==> src/rtl/mem_arbiter.sv <==
// Single-port byte-wide RAM controller arbitrating instruction fetch and LSB accesses.
// Define MEM_ARB_RR_EN to alternate grants when both requesters are pending in IDLE.
module mem_arbiter #(
  parameter int unsigned ADDR_W = 32,
  parameter logic [1:0]  IO_TAG = 2'b11
) (
  input  logic              clk_in,
  input  logic              rst_in,
  input  logic              rdy_in,
  input  logic              rob_clear,
  input  logic              if_req,
  input  logic [ADDR_W-1:0] if_addr,
  output logic              if_ready,
  output logic [31:0]       if_data,
  input  logic              lsb_req,
  input  logic              lsb_is_write,
  input  logic [ADDR_W-1:0] lsb_addr,
  input  logic [31:0]       lsb_wdata,
  input  logic [2:0]        lsb_work_type,
  output logic              lsb_handle,
  output logic              lsb_ready,
  output logic [31:0]       lsb_rdata,
  input  logic              io_buffer_full,
  input  logic [7:0]        mem_din,
  output logic [7:0]        mem_dout,
  output logic [ADDR_W-1:0] mem_a,
  output logic              mem_wr
);

  typedef enum logic [1:0] {StIdle, StRead, StWrite} state_e;

  state_e            state_q, state_d;
  logic              fetch_q, fetch_d;
  logic [2:0]        type_q, type_d;
  logic [ADDR_W-1:0] addr_q, addr_d;
  logic [31:0]       wdata_q, wdata_d;
  logic [31:0]       data_q, data_d;
  logic [31:0]       result_q, result_d;
  logic [1:0]        beat_q, beat_d;
  logic [1:0]        cap_q, cap_d;
  logic [1:0]        ph_q, ph_d;
  logic              ph_v_q, ph_v_d;
  logic              if_rdy_q, if_rdy_d;
  logic              lsb_rdy_q, lsb_rdy_d;
  logic              ld_handle_q, ld_handle_d;
  logic [1:0]        last_beat;
  logic              io_stall;
  logic              sel_lsb;

`ifdef MEM_ARB_RR_EN
  logic last_lsb_q, last_lsb_d;
  assign sel_lsb = lsb_req && (!if_req || !last_lsb_q);
`else
  assign sel_lsb = lsb_req;
`endif

  function automatic logic [31:0] extend(input logic [2:0] t, input logic [31:0] d);
    case (t)
      3'b000:  extend = {{24{d[7]}}, d[7:0]};
      3'b001:  extend = {{16{d[15]}}, d[15:0]};
      3'b100:  extend = {24'd0, d[7:0]};
      3'b101:  extend = {16'd0, d[15:0]};
      default: extend = d;
    endcase
  endfunction

  // Fetches latch type W, so the beat count follows type_q alone.
  always_comb begin
    case (type_q[1:0])
      2'b00:   last_beat = 2'd0;
      2'b01:   last_beat = 2'd1;
      default: last_beat = 2'd3;
    endcase
  end

  assign io_stall = (addr_q[17:16] == IO_TAG) && io_buffer_full;

  always_comb begin
    state_d     = state_q;
    fetch_d     = fetch_q;
    type_d      = type_q;
    addr_d      = addr_q;
    wdata_d     = wdata_q;
    data_d      = data_q;
    result_d    = result_q;
    beat_d      = beat_q;
    cap_d       = cap_q;
    if_rdy_d    = 1'b0;
    lsb_rdy_d   = 1'b0;
    ld_handle_d = 1'b0;
    // ph tracks which beat the RAM sampled last cycle, independent of rdy_in.
    ph_d        = beat_q;
    ph_v_d      = (state_q == StRead);
`ifdef MEM_ARB_RR_EN
    last_lsb_d  = last_lsb_q;
`endif
    if (!rdy_in) begin
      if_rdy_d    = if_rdy_q;
      lsb_rdy_d   = lsb_rdy_q;
      ld_handle_d = ld_handle_q;
      // Re-present the oldest uncaptured beat so its data is valid on resume.
      if (state_q == StRead) beat_d = cap_q;
    end else begin
      unique case (state_q)
        StIdle: begin
          if (!rob_clear && (lsb_req || if_req)) begin
            beat_d = 2'd0;
            cap_d  = 2'd0;
            data_d = 32'd0;
            if (sel_lsb) begin
              fetch_d     = 1'b0;
              type_d      = lsb_work_type;
              addr_d      = lsb_addr;
              wdata_d     = lsb_wdata;
              state_d     = lsb_is_write ? StWrite : StRead;
              ld_handle_d = !lsb_is_write;
            end else begin
              fetch_d = 1'b1;
              type_d  = 3'b010;
              addr_d  = if_addr;
              state_d = StRead;
            end
`ifdef MEM_ARB_RR_EN
            last_lsb_d = sel_lsb;
`endif
          end
        end
        StRead: begin
          if (rob_clear) begin
            state_d = StIdle;
          end else begin
            if (ph_v_q && (ph_q == cap_q)) begin
              data_d[{cap_q, 3'b000} +: 8] = mem_din;
              if (cap_q == last_beat) begin
                state_d   = StIdle;
                result_d  = fetch_q ? data_d : extend(type_q, data_d);
                if_rdy_d  = fetch_q;
                lsb_rdy_d = !fetch_q;
              end else begin
                cap_d = cap_q + 2'd1;
              end
            end
            if (beat_q != last_beat) beat_d = beat_q + 2'd1;
          end
        end
        StWrite: begin
          if (!io_stall) begin
            if (beat_q == last_beat) state_d = StIdle;
            else                     beat_d  = beat_q + 2'd1;
          end
        end
        default: state_d = StIdle;
      endcase
    end
  end

  always_ff @(posedge clk_in) begin
    if (rst_in) begin
      state_q     <= StIdle;
      fetch_q     <= 1'b0;
      type_q      <= 3'd0;
      addr_q      <= '0;
      wdata_q     <= 32'd0;
      data_q      <= 32'd0;
      result_q    <= 32'd0;
      beat_q      <= 2'd0;
      cap_q       <= 2'd0;
      ph_q        <= 2'd0;
      ph_v_q      <= 1'b0;
      if_rdy_q    <= 1'b0;
      lsb_rdy_q   <= 1'b0;
      ld_handle_q <= 1'b0;
`ifdef MEM_ARB_RR_EN
      last_lsb_q  <= 1'b0;
`endif
    end else begin
      state_q     <= state_d;
      fetch_q     <= fetch_d;
      type_q      <= type_d;
      addr_q      <= addr_d;
      wdata_q     <= wdata_d;
      data_q      <= data_d;
      result_q    <= result_d;
      beat_q      <= beat_d;
      cap_q       <= cap_d;
      ph_q        <= ph_d;
      ph_v_q      <= ph_v_d;
      if_rdy_q    <= if_rdy_d;
      lsb_rdy_q   <= lsb_rdy_d;
      ld_handle_q <= ld_handle_d;
`ifdef MEM_ARB_RR_EN
      last_lsb_q  <= last_lsb_d;
`endif
    end
  end

  assign mem_a      = addr_q + ADDR_W'(beat_q);
  assign mem_dout   = wdata_q[{beat_q, 3'b000} +: 8];
  assign mem_wr     = (state_q == StWrite) && rdy_in && !io_stall;
  assign lsb_handle = ld_handle_q || (mem_wr && (beat_q == last_beat));
  assign lsb_ready  = lsb_rdy_q && !rob_clear;
  assign if_ready   = if_rdy_q && !rob_clear;
  assign lsb_rdata  = result_q;
  assign if_data    = result_q;

endmodule
==> config.mk <==
export PLATFORM = sky130hd
export DESIGN_NAME = mem_arbiter
export DESIGN_NICKNAME = d
export VERILOG_FILES = /design/src/rtl/mem_arbiter.sv
export SDC_FILE = /design/constraint.sdc
export NUM_CORES = 1
export LEC_CHECK = 0
export CORE_MARGIN = 2
export CORE_UTILIZATION = 35
export DETAILED_ROUTE_END_ITERATION = 10
export GPL_TIMING_DRIVEN = 0
export SLEW_MARGIN = 20
export SYNTH_ARGS = -nofsm -noshare
export SYNTH_HDL_FRONTEND = slang
export SYNTH_SLANG_ARGS = --single-unit
==> constraint.sdc <==
create_clock -name clk_in -period 3.1 [get_ports clk_in]
set_clock_uncertainty 0.15 [all_clocks]
set_input_delay 0.93 -clock clk_in [delete_from_list [all_inputs] [get_ports clk_in]]
set_output_delay 0.93 -clock clk_in [all_outputs]
set_load 0.01 [all_outputs]
==> results of run 1 <==
-- synthesized netlist by cell type, types with 8 or more instances --
master | count | area, um2
xnor2_1 | 21 | 184
nand3_1 | 47 | 235
dfxtp_1 | 144 | 2880
mux2i_1 | 33 | 330
o21ai_0 | 16 | 80.1
ha_1 | 11 | 138
a21oi_1 | 75 | 375
xor2_1 | 14 | 123
nand2_1 | 118 | 443
mux4_2 | 8 | 180
buf_4 | 36 | 270
nor2_1 | 83 | 312
inv_1 | 15 | 56.3
nand4_1 | 8 | 50.1
a211oi_1 | 47 | 353
nand2b_1 | 18 | 113
nor2b_1 | 12 | 75.1
clkbuf_1 | 37 | 139
buf_2 | 11 | 55.1
o22a_1 | 11 | 96.3
a22oi_1 | 9 | 67.6
-- final cells by class --
cell class / count / area share [%]
diodes: 1 / 0.0235
plain buffers: 91 / 5.12
clock buffers: 20 / 4.29
clock inverters: 12 / 1.24
inverters: 16 / 0.564
multi-input cells: 613 / 38.1
flip-flops and latches: 144 / 27.3
well taps: 275 / 3.23
repair buffers: 233 / 20.2
-- worst min path at each step --
| stage | from | endpoint | slack, ns | depth (start not counted) |
|---|---|---|---|---|
| floorplan | data_q[0] | data_q[0] | 0.27 | 2 |
| global placement | data_q[2] | data_q[2] | 0.28 | 2 |
| detailed placement | data_q[5] | data_q[5] | 0.29 | 2 |
| CTS | data_q[5] | data_q[5] | 0.30 | 2 |
| global route | wdata_q[29] | wdata_q[29] | 0.32 | 2 |
| finish | data_q[5] | data_q[5] | 0.30 | 2 |
-- metrics by stage --
step	power (mW)	util (%)
global placement	2.66	47.6
finish	4.66	51.2
global route	4.83	51.2
detailed placement	2.66	47.6
CTS	4.68	50.6
floorplan	2.31	-
-- sequential cells by signal (all words and copies together), names as in the netlist --
name         flops
addr_q          32
beat_q           2
cap_q            2
data_q          32
fetch_q          1
if_data         32
if_rdy_q         1
ld_handle_q      1
lsb_rdy_q        1
ph_q             2
ph_v_q           1
state_q          2
type_q           3
wdata_q         32
-- layout by cell type (no fill, tap or decap), types with 5 or more instances in the layout --
cell / synthesis / final
a211oi_1: 47 / 47
a21oi_1: 75 / 75
a221o_1: 6 / 6
a22o_1: 6 / 6
a22oi_1: 9 / 9
buf_2: 11 / 36
buf_4: 36 / 49
clkbuf_1: 37 / 35
clkbuf_16: 0 / 18
clkdlybuf4s50_1: 0 / 175
dfxtp_1: 144 / 132
dfxtp_2: 0 / 9
dlygate4sd2_1: 0 / 15
ha_1: 11 / 9
inv_1: 15 / 15
mux2i_1: 33 / 33
mux4_2: 8 / 8
nand2_1: 118 / 117
nand2b_1: 18 / 18
nand3_1: 47 / 41
nand3_2: 0 / 5
nand4_1: 8 / 8
nor2_1: 83 / 75
nor2_4: 0 / 6
nor2b_1: 12 / 12
nor3b_1: 6 / 6
o21ai_0: 16 / 16
o22a_1: 11 / 11
xnor2_1: 21 / 19
xor2_1: 14 / 14
-- routing by layer --
layer | vias up | part of all wire, %
li1 | 3514 | -
met4 | 0 | 1.3
met2 | 237 | 46
met5 | - | 0
met3 | 23 | 7.3
met1 | 3243 | 46
-- cell families (layout without fill, tap and decap cells) --
group           count (synthesis)  after routing  synth area share [%]
simple gates                  327            327                  21.4
compound gates                196            196                  18.0
flops                         144            144                  39.1
buf+inv                       108            372                  7.96
mux                            43             43                  7.23
xor+xnor                       35             35                  4.16
fa+ha+maj                      12             12                  2.14
other cells                     0              1                     0
-- critical path: cells and delay by family, from the launching register on --
family	cells	cell delay, ns
and+or+nand+nor	3	0.72
DFF	1	0.36
adders and majority gates	2	0.36
buffers and inverters	2	0.31
xor gates and xnor gates	1	0.15
-- power breakdown --
part / internal [mW] / leakage (nW) / switching (mW)
logic: 0.307 / 2.72 / 0.334
registers: 1.91 / 1.17 / 0.0535
clock network: 1.23 / 0.283 / 0.830
total: 3.44 / 4.18 / 1.22
-- what timing repair did --
item	CTS	global route
gates cloned	0	0
endpoints found under the setup margin	43	33
pin swaps	10	14
buffers inserted	9	7
gates resized for setup	152	36
==> metrics.txt, run 1 <==
Worst Setup SP=beat_q[0]; FF-to-FF setup slack=0.21 ns; fin crit share=110%; number of synthesized register bits=144; CTS tree=built; run status=complete, but fails checks; Via Count=7,017; antenna violations before repair=1; Chip Width=149 um; synthesized area=0.00737 mm2; DP HPWL=17.1 mm; Synthesized Nets=992; Final Hold Viols=0; Syn. warnings=0; met1 GRT Util=27.4%; multi-input logic area=0.00406 mm2; DRT Pass-1 Iters=7; # DRC=0; Syn Inst Count=865; most used routing layer=met2; vias per cell=4.99; Routed Antenna Nets=0; reg2reg end=if_data[26]; Total Wirelength=23.2 mm; class of the worst hold path=reg -> reg; Max Clk Rate=0.294 GHz; share of layout cells above drive strength 1=17.3%; gr ovfl total=0; Root Driver=clkbuf_16; count of max-cap constraint violations=0; DP Worst Slack=-0.522 ns; chip height=149 um; Crit Path Max Fanout=2; final-layout fill cell count=2,006; post-route cell area=0.0107 mm2; CTS Buf Count=17; final-report setup violation count=16; DP Area=0.00992 mm2; slew margin rel.=47.4%; RSZ-0062 raised after global routing=yes; min setup slack post-route=-0.307 ns; worst path required time=2.02 ns; clk buf depth=2; Area growth syn-to-layout=44.6%; Setup TNS=-2.56 ns; commonest register cell after synthesis=dfxtp_1; H-tree levels=4; Reg-to-Reg Start=cap_q[0]; Cell Count, Final, Fillers Out=1,405; Crit Path Category=reg -> out; Initial Util=35.4%; slowest stage cell, crit path=dfxtp_4; Skew-Pair Late Insertion Delay=0.42 ns; Seq/Total Area, Yosys=39.1%; count of flip-flops with a built-in enable after synthesis=0; die area=0.0222 mm2; DP Cell Count=1,360; Reg2Reg Depth=8; nets=1,243; Hold-fix buffers, CTS=0; Syn Area/Cell=8.52 um2; worst path cell trace=ha_4 -> fa_2 -> nand4_1 -> nor4_4 -> buf_4 -> or3b_1 -> xnor2_1 -> buf_2; worst-case vdd ir drop=0.000463 V; CP Capture Type=output pin; final-report max-slew violation count=0; Hold Slack=0.296 ns; ys async rst share=0%; vias in the first global route=6,766; startpoint types=register; gpl congestion=0.830; Leakage=4.18 nW; Worst Setup EP=mem_a[30]; largest net degree at the start of global routing=17; Yosys cell types=70; WL per Instance=16.5 um; Critical Path AT=2.33 ns; grt met3 use=4.46%; failing checks=setup timing; M2 GR Usage=33.8%; Worst-path clk slew=0.06 ns; max incr delay on CP=0.36 ns; Tmin final=3.41 ns; Core ar.=0.0208 mm2; first-pass GRT wire length=35.9 mm; CTS Sinks=144; Register Area=0.00291 mm2; Tot GR Track Use=20.6%; Worst-Margin Slew=0.789 ns; I/O Pins=223; IO Port Bufs=220; Power per Cell Area=438 mW/mm2; DR iter-0 viols=383; Rows=53
(Power assumes the default switching activity.)
==> run 2, diff against run 1 <==
--- a/config.mk
+++ b/config.mk
@@ -5,6 +5,7 @@
 export SDC_FILE = /design/constraint.sdc
 export NUM_CORES = 1
 export LEC_CHECK = 0
+export CORE_ASPECT_RATIO = 0.6
 export CORE_MARGIN = 2
 export CORE_UTILIZATION = 35
 export DETAILED_ROUTE_END_ITERATION = 10
==> run 2 against run 1 <==
The run still ends with setup timing left. Final area rose by 0.20%. Non-clock buffer count fell by 4. Fmax rose by 0.45%. Combinational power rose by 2%. Sequential cell count did not move. Worst setup slack improved by 0.015 ns. Final cell count barely moved. Clock power rose by 3%. Via count rose by 1.3%. Power rose by 1.6%. Core utilization rose by 0.090 points. Largest cell class unchanged.
==> metrics.txt, run 2 (synthesis gave the netlist of run 1 again) <==
die area=0.0223 mm2 (was 0.0222 mm2); Worst-path clk slew=0.06 ns (about the same); IO Port Bufs=220 (unchanged); Hold Crit Start=data_q[5] (unchanged); Crit Path Max Fanout=5 (was 2); gr ovfl total=0 (unchanged); Hold-fix buffers, CTS=0 (unchanged); vias in the first global route=6,611 (was 6,766); DP Cell Count=1,364 (was 1,360); first-pass GRT wire length=36.9 mm (was 35.9 mm); largest net degree at the start of global routing=17 (unchanged); Leakage=4.14 nW (was 4.18 nW); Hold Slack=0.300 ns (was 0.296 ns); I/O Pins=223 (unchanged); vias per cell=5.06 (was 4.99); Initial Util=35.4% (about the same); Crit Path Category=reg -> out (unchanged); # DRC=0 (unchanged); Power per Cell Area=444 mW/mm2 (was 438 mW/mm2); Setup TNS=-2.31 ns (was -2.56 ns); startpoint types=register (unchanged); final-layout fill cell count=1,998 (was 2,006); Rows=41 (was 53); Routed Antenna Nets=0 (unchanged); worst path required time=2.02 ns (about the same); slew margin rel.=41.9% (was 47.4%); WP buf/inv=1 (was 2); worst-case vdd ir drop=0.000379 V (was 0.000463 V); CTS tree=built (unchanged); DRT Pass-1 Iters=5 (was 7); DR iter-0 viols=394 (was 383); total power draw=4.74 mW (was 4.66 mW); WHS Endpoint=data_q[5] (unchanged); Hold Crit Depth=2 (unchanged); Reg-to-Reg Start=cap_q[0] (unchanged); nets=1,239 (was 1,243); count of max-cap constraint violations=0 (unchanged); Core ar.=0.0208 mm2 (about the same); Area growth syn-to-layout=44.9% (was 44.6%); CTS Buf Count=17 (unchanged); fin crit share=109% (was 110%); H-tree levels=4 (unchanged); run status=complete, but fails checks (unchanged); DP Area=0.00992 mm2 (about the same); WL per Instance=17.2 um (was 16.5 um); DP HPWL=18.3 mm (was 17.1 mm); final-report max-slew violation count=0 (unchanged); Skew-Pair Late Insertion Delay=0.43 ns (was 0.42 ns); class of the worst hold path=reg -> reg (unchanged); CTS Sinks=144 (unchanged); FF-to-FF setup slack=0.22 ns (was 0.21 ns); Root Driver=clkbuf_16 (unchanged); Cell Count, Final, Fillers Out=1,404 (was 1,405); min setup slack post-route=-0.291 ns (was -0.307 ns); commonest non-fill, non-tap cell in the layout=clkdlybuf4s50_1 (unchanged); max incr delay on CP=0.59 ns (was 0.36 ns); Reg2Reg Depth=8 (unchanged); Tmin final=3.39 ns (was 3.41 ns); Via Count=7,106 (was 7,017); Tot GR Track Use=21.8% (was 20.6%); Max Clk Rate=0.295 GHz (was 0.294 GHz); Final Hold Viols=0 (unchanged); Antenna diodes=0 (was 1); RSZ-0062 raised after global routing=yes (unchanged); failing checks=setup timing (unchanged); clk buf depth=2 (unchanged); gpl congestion=0.830 (about the same); share of layout cells above drive strength 1=17.2% (was 17.3%); Worst-Margin Slew=0.872 ns (was 0.789 ns); most frequent cells in the layout=clkdlybuf4s50_1 (181), dfxtp_1 (132), nand2_1 (117) (was clkdlybuf4s50_1 (175), dfxtp_1 (132), nand2_1 (117)); CP Capture Type=output pin (unchanged); Critical Path AT=2.31 ns (was 2.33 ns); Chip Width=191 um (was 149 um); Total Wirelength=24.2 mm (was 23.2 mm); final-report setup violation count=15 (was 16); slowest stage cell, crit path=or4_4 (was dfxtp_4); Top delay family on crit path=simple AND/OR/NAND/NOR gates (unchanged); reg2reg end=if_data[24] (was if_data[26]); antenna violations before repair=0 (was 1); chip height=116 um (was 149 um); post-route cell area=0.0107 mm2 (about the same); worst path cell trace=ha_4 -> a21o_4 -> nand3_4 -> or4_4 -> nor3_4 -> xor2_1 -> buf_2 (was ha_4 -> fa_2 -> nand4_1 -> nor4_4 -> buf_4 -> or3b_1 -> xnor2_1 -> buf_2)
## run 2: cell type report
| type | count | area, um2 | area share (%) |
|---|---|---|---|
| flip-flops and latches | 144 | 2910 | 27.2 |
| well taps | 279 | 349 | 3.27 |
| plain buffers | 90 | 534 | 5.00 |
| inverters | 16 | 60.1 | 0.563 |
| clock buffers | 19 | 453 | 4.24 |
| repair buffers | 230 | 2140 | 20.0 |
| clock inverters | 13 | 153 | 1.43 |
| multi-input cells | 613 | 4080 | 38.2 |
## run 2: tightest hold or removal path: stages (launching register included)
cell	delay [ns]
dfxtp_1	0.32
nand2_1	0.04
o21ai_0	0.06
## run 2: layer usage
layer	up-vias	track usage, %	share of wire, %
met4	0	5.28	0.69
met1	3337	33.2	51
met5	-	0	0
met2	240	31.3	40
met3	15	4.27	7.8
li1	3514	-	-
## run 2: where the power goes
part / internal (mW) / leakage (nW) / switching [mW]
clock network: 1.24 / 0.281 / 0.877
registers: 1.91 / 1.17 / 0.0563
logic: 0.311 / 2.69 / 0.344
## run 2: worst max-delay path by stage
| stage | start | end | slack [ns] | cells past startpoint |
|---|---|---|---|---|
| finish | beat_q[1] | mem_a[31] | -0.29 | 7 |
| global route | beat_q[1] | mem_a[31] | -0.37 | 7 |
| CTS | beat_q[0] | mem_a[30] | -0.37 | 7 |
| detailed placement | beat_q[0] | mem_a[30] | -0.62 | 7 |
| global placement | beat_q[0] | mem_a[30] | -0.62 | 7 |
| floorplan | beat_q[1] | mem_a[31] | 0.21 | 7 |
## run 2: timing repair
| action | CTS | global route |
|---|---|---|
| endpoints found under the setup margin | 43 | 35 |
| resized for setup | 155 | 30 |
| pin swaps | 15 | 16 |
| buffers inserted | 8 | 3 |
| hold endpoints to repair | 0 | 0 |
## run 2: per-stage QoR
stage / util [%] / worst slack, ns
floorplan: - / 0.209
finish: 51.3 / -0.291
global placement: 47.6 / -0.621
detailed placement: 47.6 / -0.619
CTS: 50.9 / -0.367
global route: 51.3 / -0.366
==> run 3, diff against run 2 <==
==> constraint.sdc (replaced) <==
create_clock -name clk_in -period 3.76 [get_ports clk_in]
set_clock_uncertainty 0.15 [all_clocks]
set_input_delay 1.128 -clock clk_in [delete_from_list [all_inputs] [get_ports clk_in]]
set_output_delay 1.128 -clock clk_in [all_outputs]
set_load 0.01 [all_outputs]
==> run 3 against run 2 <==
The flow now finishes without violations. First-iteration DRC count rose by 4.3%. Combinational power fell by 16%. Register-to-register slack improved by 0.64 ns. Non-clock buffer count fell by 1. Highest routed layer unchanged.
==> metrics.txt, run 3 (synthesis gave the netlist of run 1 again) <==
Final Hold Viols=0 (unchanged); IO Port Bufs=220 (unchanged); routed wl met2=9.68 mm (was 9.74 mm); CP Capture Type=output pin (unchanged); run status=complete, no violations (was complete, but fails checks); most frequent cells in the layout=clkdlybuf4s50_1 (198), dfxtp_1 (136), nand2_1 (118) (was clkdlybuf4s50_1 (181), dfxtp_1 (132), nand2_1 (117)); DRT Pass-1 Iters=5 (unchanged); Tmin final=3.71 ns; Hold Slack=0.300 ns (about the same); Initial Util=35.4% (unchanged); DP Worst Slack=-0.261 ns (was -0.619 ns); Hold Crit Start=data_q[5] (unchanged); class of the worst hold path=reg -> reg (unchanged); Max Clk Rate=0.269 GHz; antenna violations before repair=0 (unchanged); slew margin rel.=42.7% (was 41.9%); met1 wire length=12.6 mm (was 12.4 mm); gpl congestion=0.830 (unchanged); min setup slack post-route=0.0465 ns (was -0.291 ns); H-tree levels=4 (unchanged); Met3 Wirelength=1.67 mm (was 1.89 mm); largest net degree at the start of global routing=17 (unchanged); vias in the first global route=6,599 (was 6,611); fin crit share=98.8%; Cell Count, Final, Fillers Out=1,403 (was 1,404); Reg2Reg Depth=8 (unchanged); WL per Instance=17.2 um (about the same); Leakage=4.10 nW (was 4.14 nW); share of layout cells above drive strength 1=13.4% (was 17.2%); FF-to-FF setup slack=0.86 ns (was 0.22 ns); worst path required time=2.48 ns (was 2.02 ns); Worst-Margin Slew=0.860 ns (was 0.872 ns); Worst Setup SP=io_buffer_full (was beat_q[1]); CTS tree=built (unchanged); final-report max-slew violation count=0 (unchanged); Critical Path AT=2.44 ns (was 2.31 ns); CTS Sinks=144 (unchanged); first-pass GRT wire length=36.8 mm (was 36.9 mm); Core ar.=0.0208 mm2 (unchanged); gr ovfl total=0 (unchanged); final-report setup violation count=0 (was 15); CTS Buf Count=17 (unchanged); WHS Endpoint=data_q[5] (unchanged); vias per cell=5.03 (was 5.06); Hold Crit Depth=2 (unchanged); Hold-fix buffers, CTS=0 (unchanged); Worst-path clk slew=0.06 ns (about the same); DR iter-0 viols=411 (was 394); Chip Width=191 um (unchanged); reg2reg end=if_data[24] (unchanged); clk buf depth=2 (unchanged); die area=0.0223 mm2 (unchanged); Rows=41 (unchanged); Routed Antenna Nets=0 (unchanged); count of max-cap constraint violations=0 (unchanged); Total Wirelength=24.2 mm (about the same); Root Driver=clkbuf_16 (unchanged); Antenna diodes=0 (unchanged); Tot GR Track Use=21.7% (was 21.8%); commonest non-fill, non-tap cell in the layout=clkdlybuf4s50_1 (unchanged); Reg-to-Reg Start=cap_q[1] (was cap_q[0]); startpoint types=input port (was register); Via Count=7,051 (was 7,106); RSZ-0062 raised after global routing=no (was yes); DR top layer=met4 (unchanged); DP Cell Count=1,364 (unchanged); chip height=116 um (unchanged); Crit Path Max Fanout=2 (was 5); Skew-Pair Late Insertion Delay=0.43 ns (about the same); DP HPWL=18.3 mm (unchanged); nets=1,238 (was 1,239); worst-case vdd ir drop=0.000315 V (was 0.000379 V); Power per Cell Area=369 mW/mm2 (was 444 mW/mm2); # DRC=0 (unchanged); Crit Path Category=in -> out (was reg -> out); I/O Pins=223 (unchanged); Area growth syn-to-layout=44.1% (was 44.9%)
run 3: cell types whose count changed in the layout (fill, tap and decap cells not counted), moves of 5 or more:
cell / previous run / this run
clkdlybuf4s50_1: 181 / 198
dlymetal6s2s_1: 0 / 5
buf_2: 33 / 15
nand3_1: 40 / 45
run 3: final cells by class:
type	count	area, um2
clock inverters	13	153
multi-input cells	613	3950
flip-flops and latches	144	2900
well taps	279	349
repair buffers	227	2230
clock buffers	19	453
fillers	2000	10200
inverters	16	60.1
plain buffers	92	532
run 3: routing by layer:
metal | vias to the layer above | track usage (%)
met5 | - | 0
li1 | 3510 | -
met3 | 19 | 4.27
met2 | 213 | 31.0
met1 | 3309 | 33.2
met4 | 0 | 5.28
run 3: worst max-delay path by stage:
| stage | end | slack, ns | depth (start not counted) |
|---|---|---|---|
| after floorplan | mem_a[31] | 0.67 | 7 |
| after global placement | lsb_handle | -0.27 | 5 |
| after detailed placement | lsb_handle | -0.26 | 5 |
| after CTS | mem_a[28] | 0.0002 | 9 |
| after global routing | mem_a[24] | 0.001 | 9 |
| final | lsb_handle | 0.05 | 5 |
run 3: power by group:
part	switching, mW	total, mW	leakage (nW)	internal [mW]
combinational	0.284	0.550	2.65	0.266
clock	0.726	1.75	0.281	1.02
sequential	0.0439	1.61	1.17	1.57
run 3: worst max-delay path: stages:
cell and delay, ns:
clkdlybuf4s50_1 0.50, nand3_4 0.12, and3_4 0.22, a21o_1 0.18, dlygate4sd2_1 0.29
run 3: stage by stage:
step           instance area (um2)  util [%]  setup TNS [ns]  power [mW]
3_3_place_gp                  9920      47.6          -0.553        2.20
2_1_floorplan                 7370         -               0        1.91
3_5_place_dp                  9920      47.6          -0.616        2.20
6_report                     10600      51.0               0        3.92
4_1_cts                      10600      50.8               0        3.94
5_1_grt                      10600      51.0               0        4.06
run 3: what timing repair did:
item	in CTS	in global routing
setup endpoints to repair	27	18
setup buffers	4	3
hold endpoints to repair	0	0
gates resized for setup	46	19
pin swaps	4	2
